**src/rtl/blink_mon_pkg.sv**
```systemverilog
// Shared types and helpers for the door blink monitor.
// Optional feature macro used by this block: BLINK_MON_GLITCH_FILTER_EN.
package blink_mon_pkg;

   typedef enum logic [2:0] {
      ST_IDLE,
      ST_ARMED,
      ST_MEASURE,
      ST_DONE,
      ST_ERROR
   } state_e;

   localparam int unsigned CNT_W_DEF = 27;

   // Shortest accepted phase length; clamps at zero for oversized tolerances.
   function automatic int unsigned phase_lo(input int unsigned phase_cyc, input int unsigned tol);
      return (tol >= phase_cyc) ? 32'd0 : phase_cyc - tol;
   endfunction

   // Longest accepted phase length; a phase counter above this is a timeout.
   function automatic int unsigned phase_hi(input int unsigned phase_cyc, input int unsigned tol);
      return phase_cyc + tol;
   endfunction

endpackage

```
**src/rtl/sync_edge_det.sv**
```systemverilog
// Synchronizer plus registered rise/fall pulse generator for an asynchronous
// idle-high line. With BLINK_MON_GLITCH_FILTER_EN defined, a level must be
// stable for FILT_LEN cycles before it is accepted.
module sync_edge_det #(
   parameter int unsigned FILT_LEN = 4
) (
   input  logic clk,
   input  logic rst_n,
   input  logic d_i,
   output logic rise_o,
   output logic fall_o
);

   if (FILT_LEN < 1) begin : g_bad_filt_len
      $error("sync_edge_det: FILT_LEN must be at least 1");
   end

   logic s1_q, s2_q;
   logic prev_q;
   logic rise_q, fall_q;
   logic level;

   // Two-flop synchronizer; resets to the idle-high line level.
   always_ff @(posedge clk) begin
      if (!rst_n) begin
         s1_q <= 1'b1;
         s2_q <= 1'b1;
      end else begin
         s1_q <= d_i;
         s2_q <= s1_q;
      end
   end

`ifdef BLINK_MON_GLITCH_FILTER_EN
   localparam int unsigned FW = $clog2(FILT_LEN + 1);

   logic [FW-1:0] stab_q, stab_d;
   logic          filt_q, filt_d;

   // Accept a new level only after FILT_LEN consecutive disagreeing samples.
   always_comb begin
      stab_d = '0;
      filt_d = filt_q;
      if (s2_q != filt_q) begin
         if (stab_q == FW'(FILT_LEN - 1)) begin
            filt_d = s2_q;
         end else begin
            stab_d = stab_q + FW'(1);
         end
      end
   end

   // Filter state register.
   always_ff @(posedge clk) begin
      if (!rst_n) begin
         stab_q <= '0;
         filt_q <= 1'b1;
      end else begin
         stab_q <= stab_d;
         filt_q <= filt_d;
      end
   end

   assign level = filt_q;
`else
   assign level = s2_q;
`endif

   // Registered edge detector on the accepted level.
   always_ff @(posedge clk) begin
      if (!rst_n) begin
         prev_q <= 1'b1;
         rise_q <= 1'b0;
         fall_q <= 1'b0;
      end else begin
         prev_q <= level;
         rise_q <= level & ~prev_q;
         fall_q <= ~level & prev_q;
      end
   end

   assign rise_o = rise_q;
   assign fall_o = fall_q;

endmodule

```
**src/rtl/door_blink_monitor.sv**
```systemverilog
// Door-open blink checker: counts rising edges of the blinker line and checks
// every phase after the first fall against PHASE_CYC +/- TOL.
// Optional glitch filter in the input path: BLINK_MON_GLITCH_FILTER_EN.
module door_blink_monitor
   import blink_mon_pkg::*;
#(
   parameter int unsigned PHASE_CYC = 50000001,
   parameter int unsigned TOL       = 1000000,
   parameter int unsigned BLINKS    = 3,
   parameter int unsigned CNT_W     = CNT_W_DEF,
   parameter int unsigned FILT_LEN  = 4
) (
   input  logic       clk,
   input  logic       rst_n,
   input  logic       start,
   input  logic       door_in,
   output logic       busy,
   output logic       done,
   output logic [1:0] blink_cnt,
   output logic       err_timing,
   output logic       err_timeout
);

   localparam logic [CNT_W-1:0] LO_BOUND = CNT_W'(phase_lo(PHASE_CYC, TOL));
   localparam logic [CNT_W-1:0] HI_BOUND = CNT_W'(phase_hi(PHASE_CYC, TOL));
   localparam logic [CNT_W-1:0] CNT_MAX  = '1;
   localparam logic [1:0]       BLINKS_L = 2'(BLINKS);

   state_e           state_q, state_d;
   logic [CNT_W-1:0] cnt_q, cnt_d;
   logic [1:0]       blink_q, blink_d;
   logic             err_timing_q, err_timing_d;
   logic             err_timeout_q, err_timeout_d;

   logic             rise, fall;
   logic [CNT_W-1:0] cnt_inc;
   logic [1:0]       blink_nx;
   logic             phase_ok;
   logic             timed_out;

   sync_edge_det #(
      .FILT_LEN(FILT_LEN)
   ) u_sync_edge_det (
      .clk   (clk),
      .rst_n (rst_n),
      .d_i   (door_in),
      .rise_o(rise),
      .fall_o(fall)
   );

   assign cnt_inc   = (cnt_q == CNT_MAX) ? cnt_q : cnt_q + CNT_W'(1);
   assign blink_nx  = blink_q + 2'd1;
   assign phase_ok  = (cnt_q >= LO_BOUND) && (cnt_q <= HI_BOUND);
   assign timed_out = cnt_q > HI_BOUND;

   // Next-state logic; an edge takes priority over the timeout in the same cycle.
   always_comb begin
      state_d       = state_q;
      cnt_d         = cnt_q;
      blink_d       = blink_q;
      err_timing_d  = err_timing_q;
      err_timeout_d = err_timeout_q;
      case (state_q)
         ST_IDLE: begin
            if (start) begin
               state_d       = ST_ARMED;
               cnt_d         = '0;
               blink_d       = '0;
               err_timing_d  = 1'b0;
               err_timeout_d = 1'b0;
            end
         end
         ST_ARMED: begin
            // First phase has unknown alignment to start, so only timeout applies.
            if (fall) begin
               state_d = ST_MEASURE;
               cnt_d   = CNT_W'(1);
            end else if (timed_out) begin
               state_d       = ST_ERROR;
               err_timeout_d = 1'b1;
            end else begin
               cnt_d = cnt_inc;
            end
         end
         ST_MEASURE: begin
            if (rise || fall) begin
               if (!phase_ok) begin
                  state_d      = ST_ERROR;
                  err_timing_d = 1'b1;
               end else begin
                  cnt_d = CNT_W'(1);
                  if (rise) begin
                     blink_d = blink_nx;
                     if (blink_nx == BLINKS_L) begin
                        state_d = ST_DONE;
                     end
                  end
               end
            end else if (timed_out) begin
               state_d       = ST_ERROR;
               err_timeout_d = 1'b1;
            end else begin
               cnt_d = cnt_inc;
            end
         end
         ST_DONE:  state_d = ST_IDLE;
         ST_ERROR: state_d = ST_IDLE;
         default:  state_d = ST_IDLE;
      endcase
   end

   // State and datapath registers.
   always_ff @(posedge clk) begin
      if (!rst_n) begin
         state_q       <= ST_IDLE;
         cnt_q         <= '0;
         blink_q       <= '0;
         err_timing_q  <= 1'b0;
         err_timeout_q <= 1'b0;
      end else begin
         state_q       <= state_d;
         cnt_q         <= cnt_d;
         blink_q       <= blink_d;
         err_timing_q  <= err_timing_d;
         err_timeout_q <= err_timeout_d;
      end
   end

   assign busy        = (state_q == ST_ARMED) || (state_q == ST_MEASURE);
   assign done        = (state_q == ST_DONE);
   assign blink_cnt   = blink_q;
   assign err_timing  = err_timing_q;
   assign err_timeout = err_timeout_q;

endmodule

```
**config.mk**
```make
export PLATFORM = sky130hd
export DESIGN_NAME = door_blink_monitor
export DESIGN_NICKNAME = d
export VERILOG_FILES = /design/src/rtl/blink_mon_pkg.sv /design/src/rtl/sync_edge_det.sv /design/src/rtl/door_blink_monitor.sv
export SDC_FILE = /design/constraint.sdc
export NUM_CORES = 1
export LEC_CHECK = 0
export BUFFER_PORTS_ARGS = -buffer_cell sky130_fd_sc_hd__clkbuf_2
export CAP_MARGIN = 5
export CORE_ASPECT_RATIO = 1.4
export CORE_MARGIN = 10
export CORE_UTILIZATION = 30
export CTS_CLUSTER_DIAMETER = 100
export CTS_CLUSTER_SIZE = 10
export DETAILED_ROUTE_END_ITERATION = 10
export GPL_TIMING_DRIVEN = 1
export HOLD_SLACK_MARGIN = 0.06
export PLACE_DENSITY = 0.46
export SYNTH_ARGS = -nofsm -noshare
export SYNTH_HDL_FRONTEND = slang
export SYNTH_SLANG_ARGS = --single-unit
```
**constraint.sdc**
```tcl
create_clock -name clk -period 2.7 [get_ports clk]
set_input_delay 0.405 -clock clk [delete_from_list [all_inputs] [get_ports clk]]
set_output_delay 0.405 -clock clk [all_outputs]
set_load 0.05 [all_outputs]
```
==> run summary <==
## Timing
* 0 — setup violators final
* 0.0671 ns — min setup slack post-route
* 0 — max-slew violation count
* 2.63 ns — clock period minus final worst setup slack
* 0 — final-report hold violation count
* 0.00446 ns — largest clock skew in the final design
* 0.689 — worst rel slew slack
* 0.288 ns — smallest hold slack
* yes — setup repair after global routing missed its margin
* 0.464 ns — slew at the pin with the worst max-slew slack
* 380 MHz — Fmax
* 0.975 — post-route fraction of the period consumed by the critical path

## Routing
* 2253 — vias after detailed routing
* 144 — number of DRC markers in iteration 0
* 0 — number of DRC violations after detailed routing
* 15.9 um — average routed wire per standard cell
* 4 — Initial DRT Pass Iterations
* 6840 um — Detailed Route WL
* 0 — antenna viol nets, final
* 5.24 — detail-routed via count per cell

## Power
* 1.27 mW — Total Power Consumption
* 0.469 — power share of the sequential group
* 442 nW/um^2 — power density over the cells
* 0.149 — combinational fraction of design power
* 0.928 mW — cell internal pwr
* 0.267 — switching power share of the total
* 1.07 nW — reported leakage power
* 0.178 mV — worst vdd ir
* 0.338 mW — net switching component of the power
* 0.382 — Clk pwr share

## Final layout
* 783 um^2 — FF/Latch Area
* 0.237 — layout cells sized above 1
* 1430 um^2 — multi-input logic area
* 2870 um^2 — post-route design area
* 774 — fill cell total of the finished layout
* 0 — ANT cells
* 26.0% — synth-to-layout area growth
* 340 — final-stage net count
* 0.389 — Post-Route Utilization

## Die
* 10 — I/O pins
* 11500 um^2 — die footprint
* 37 — number of rows in the core area
* 7360 um^2 — core area
* 93.6 um — die outline width
* 123 um — Die Y-Extent
* 0.309 — effective utilization at floorplan

## Logic synthesis
* 0.343 — share of the yosys chip area belonging to registers
* 0 — EDFF count, synth
* 0 — share of async-settable or async-resettable flops after synthesis
* 0 — yosys synthesis warning count
* sky130_fd_sc_hd__dfxtp_1 — main flop type after synthesis
* 39 — post-synthesis register bit count
* 296 — Mapped Nets
* 7.87 um^2 — synthesized area per cell
* 51 — number of library cell types mapped by synthesis
* 289 — gate count after technology mapping
* 2270 um^2 — Mapped Area

## GRT
* 0 — Overflow after GRT
* 2219 — via count of the first global-routing pass
* 0.121 — GRT Util Overall
* 0 — antenna violations before repair
* 19 — largest net degree at the start of global routing
* 11200 um — global-route wire length before repair

## Clocking
* 2 — Max H-tree Level
* 39 — clock sink total
* sky130_fd_sc_hd__clkbuf_8 — CTS root buf
* 0.29 ns — clock latency on the worst-skew pair
* 5 — cts bufs inserted
* done — clock tree from TritonCTS
* 0.08 ns — Clock transition at path regs
* 2 — Max clock buf depth

## Status
* finished, final reports clean — outcome

## Setup path
* 2.93 ns — Crit path required time
* 5 — top fanout value on the critical path
* flop — critical path endpoint category
* flop — critical path launch point type
* reg -> reg — type of the worst setup path
* 2.86 ns — crit path DAT

## Job
* 0 — max capacitance violation total

## Placed design
* 9 — Port-buffer cells
* 0.0176 ns — pre-CTS setup slack
* 0.811 — weighted congestion at the end of routability-driven global placement
* 5180 um — Post-DP HPWL
* 2720 um^2 — Post-DP Area

## Hold path
* in -> reg — worst min-delay path category

[state kept, by name, indices dropped and copies added, names as in the netlist]
register                count
blink_cnt                   2
cnt_q                      27
err_timeout                 1
err_timing                  1
state_q                     3
u_sync_edge_det.fall_o      1
u_sync_edge_det.level       1
u_sync_edge_det.prev_q      1
u_sync_edge_det.rise_o      1
u_sync_edge_det.s1_q        1
[cells in the final DEF, fill, tap and decap left out, types with 4 or more instances in the layout]
| master | instances |
|---|---|
| sky130_fd_sc_hd__dfxtp_1 | 37 |
| sky130_fd_sc_hd__o21ai_0 | 8 |
| sky130_fd_sc_hd__nand2b_1 | 4 |
| sky130_fd_sc_hd__or3_1 | 8 |
| sky130_fd_sc_hd__buf_4 | 45 |
| sky130_fd_sc_hd__or4_1 | 4 |
| sky130_fd_sc_hd__nor2_1 | 39 |
| sky130_fd_sc_hd__nor4_1 | 11 |
| sky130_fd_sc_hd__xnor2_1 | 19 |
| sky130_fd_sc_hd__and3_1 | 7 |
| sky130_fd_sc_hd__nand2_1 | 21 |
| sky130_fd_sc_hd__nand3_1 | 13 |
| sky130_fd_sc_hd__nand4_1 | 13 |
| sky130_fd_sc_hd__and2_1 | 6 |
| sky130_fd_sc_hd__nor3_1 | 13 |
| sky130_fd_sc_hd__clkbuf_2 | 9 |
| sky130_fd_sc_hd__clkbuf_8 | 5 |
| sky130_fd_sc_hd__a31oi_1 | 4 |
| sky130_fd_sc_hd__a21oi_1 | 8 |
| sky130_fd_sc_hd__a21boi_0 | 4 |
| sky130_fd_sc_hd__inv_1 | 6 |
[path summary, 6_finish.rpt]
kind                         from                     to  slack, ns  depth (start not counted)
max                     cnt_q[14]              cnt_q[23]       0.07                          7
min                       door_in   u_sync_edge_det.s1_q       0.29                          2
max reg2reg             cnt_q[14]              cnt_q[23]       0.07                          7
min reg2reg  u_sync_edge_det.s1_q  u_sync_edge_det.level       0.41                          1
[critical path, stage by stage (launching register included)]
cell	delay [ns]
sky130_fd_sc_hd__dfxtp_1	0.32
sky130_fd_sc_hd__or4_4	0.56
sky130_fd_sc_hd__or2_4	0.28
sky130_fd_sc_hd__nor4_4	0.29
sky130_fd_sc_hd__a21oi_4	0.08
sky130_fd_sc_hd__or4_4	0.56
sky130_fd_sc_hd__or3_1	0.35
sky130_fd_sc_hd__a21oi_1	0.14
[synthesized netlist by cell type (2+ instances only)]
cell                       number  share of area
sky130_fd_sc_hd__nor4_1        12          0.033
sky130_fd_sc_hd__and4_1         3          0.012
sky130_fd_sc_hd__a21oi_1        8          0.018
sky130_fd_sc_hd__or4_4          2         0.0099
sky130_fd_sc_hd__nor2_1        39          0.064
sky130_fd_sc_hd__nand3_1       13          0.029
sky130_fd_sc_hd__o31a_1         2         0.0077
sky130_fd_sc_hd__a21boi_0       4          0.013
sky130_fd_sc_hd__and3_1         7          0.019
sky130_fd_sc_hd__o221ai_1       2         0.0077
sky130_fd_sc_hd__inv_1          6         0.0099
sky130_fd_sc_hd__o31ai_1        2         0.0066
sky130_fd_sc_hd__xnor2_1       19          0.073
sky130_fd_sc_hd__nor4b_1        2         0.0077
sky130_fd_sc_hd__o221a_2        2         0.0099
sky130_fd_sc_hd__or4_1          5          0.017
sky130_fd_sc_hd__and2_1         6          0.017
sky130_fd_sc_hd__or3_1          8          0.022
sky130_fd_sc_hd__dfxtp_1       39           0.34
sky130_fd_sc_hd__ha_1           3          0.017
sky130_fd_sc_hd__clkbuf_1      12          0.020
sky130_fd_sc_hd__nand4_1       13          0.036
sky130_fd_sc_hd__a211oi_1       2         0.0066
sky130_fd_sc_hd__o21ai_0        8          0.018
sky130_fd_sc_hd__nand2_1       21          0.035
sky130_fd_sc_hd__nor3_1        13          0.029
sky130_fd_sc_hd__a31oi_1        4          0.011
sky130_fd_sc_hd__nand2b_1       4          0.011
sky130_fd_sc_hd__nand3b_1       2         0.0066
sky130_fd_sc_hd__buf_2          5          0.011
[what timing repair did]
item	in CTS	in global routing
setup buffers	0	1
setup endpoints to repair	0	8
hold buffers	0	0
gates resized for setup	0	10
[power groups by stage]
stage,sequential (mW),combinational [mW],clock (mW)
2_1_floorplan,0.614,0.109,0
3_3_place_gp,0.607,0.188,0
3_5_place_dp,0.608,0.189,0
4_1_cts,0.594,0.190,0.499
5_1_grt,0.596,0.208,0.522
6_report,0.594,0.188,0.484
[metrics by stage]
| stage | instances | TNS, ns |
|---|---|---|
| floorplan | 289 | 0 |
| global placement | 422 | 0 |
| detailed placement | 422 | 0 |
| CTS | 429 | 0 |
| global route | 430 | -0.0537 |
| finish | 430 | 0 |
[metal layers]
| metal | vias to the layer above | global-route usage | share of wire |
|---|---|---|---|
| met3 | 16 | 0.0194 | 0.032 |
| li1 | 1140 | - | - |
| met4 | 0 | 0.0629 | 0.031 |
| met2 | 43 | 0.219 | 0.52 |
| met1 | 1054 | 0.132 | 0.42 |
| met5 | - | 0 | 0 |
[cells by family (layout without fill, tap and decap cells)]
family | Yosys count | after routing | share of synthesized area
AOI/OAI and AO/OA | 45 | 45 | 0.139
xor gates and xnor gates | 19 | 19 | 0.0732
adders and majority gates | 3 | 3 | 0.0165
buffers and inverters | 24 | 68 | 0.0423
DFF | 39 | 39 | 0.343
muxes | 1 | 1 | 0.00440
and+or+nand+nor | 158 | 158 | 0.381
[area by class of cell]
type / count / share of cell area
Timing Repair Buffer: 55 / 0.141
Clock buffer: 6 / 0.0253
Tap cell: 97 / 0.0424
Sequential cell: 39 / 0.273
Clock inverter: 1 / 0.0105
Inverter: 6 / 0.00786
Multi-Input combinational cell: 226 / 0.500
No activity file was read; power rests on OpenSTA's default activity.
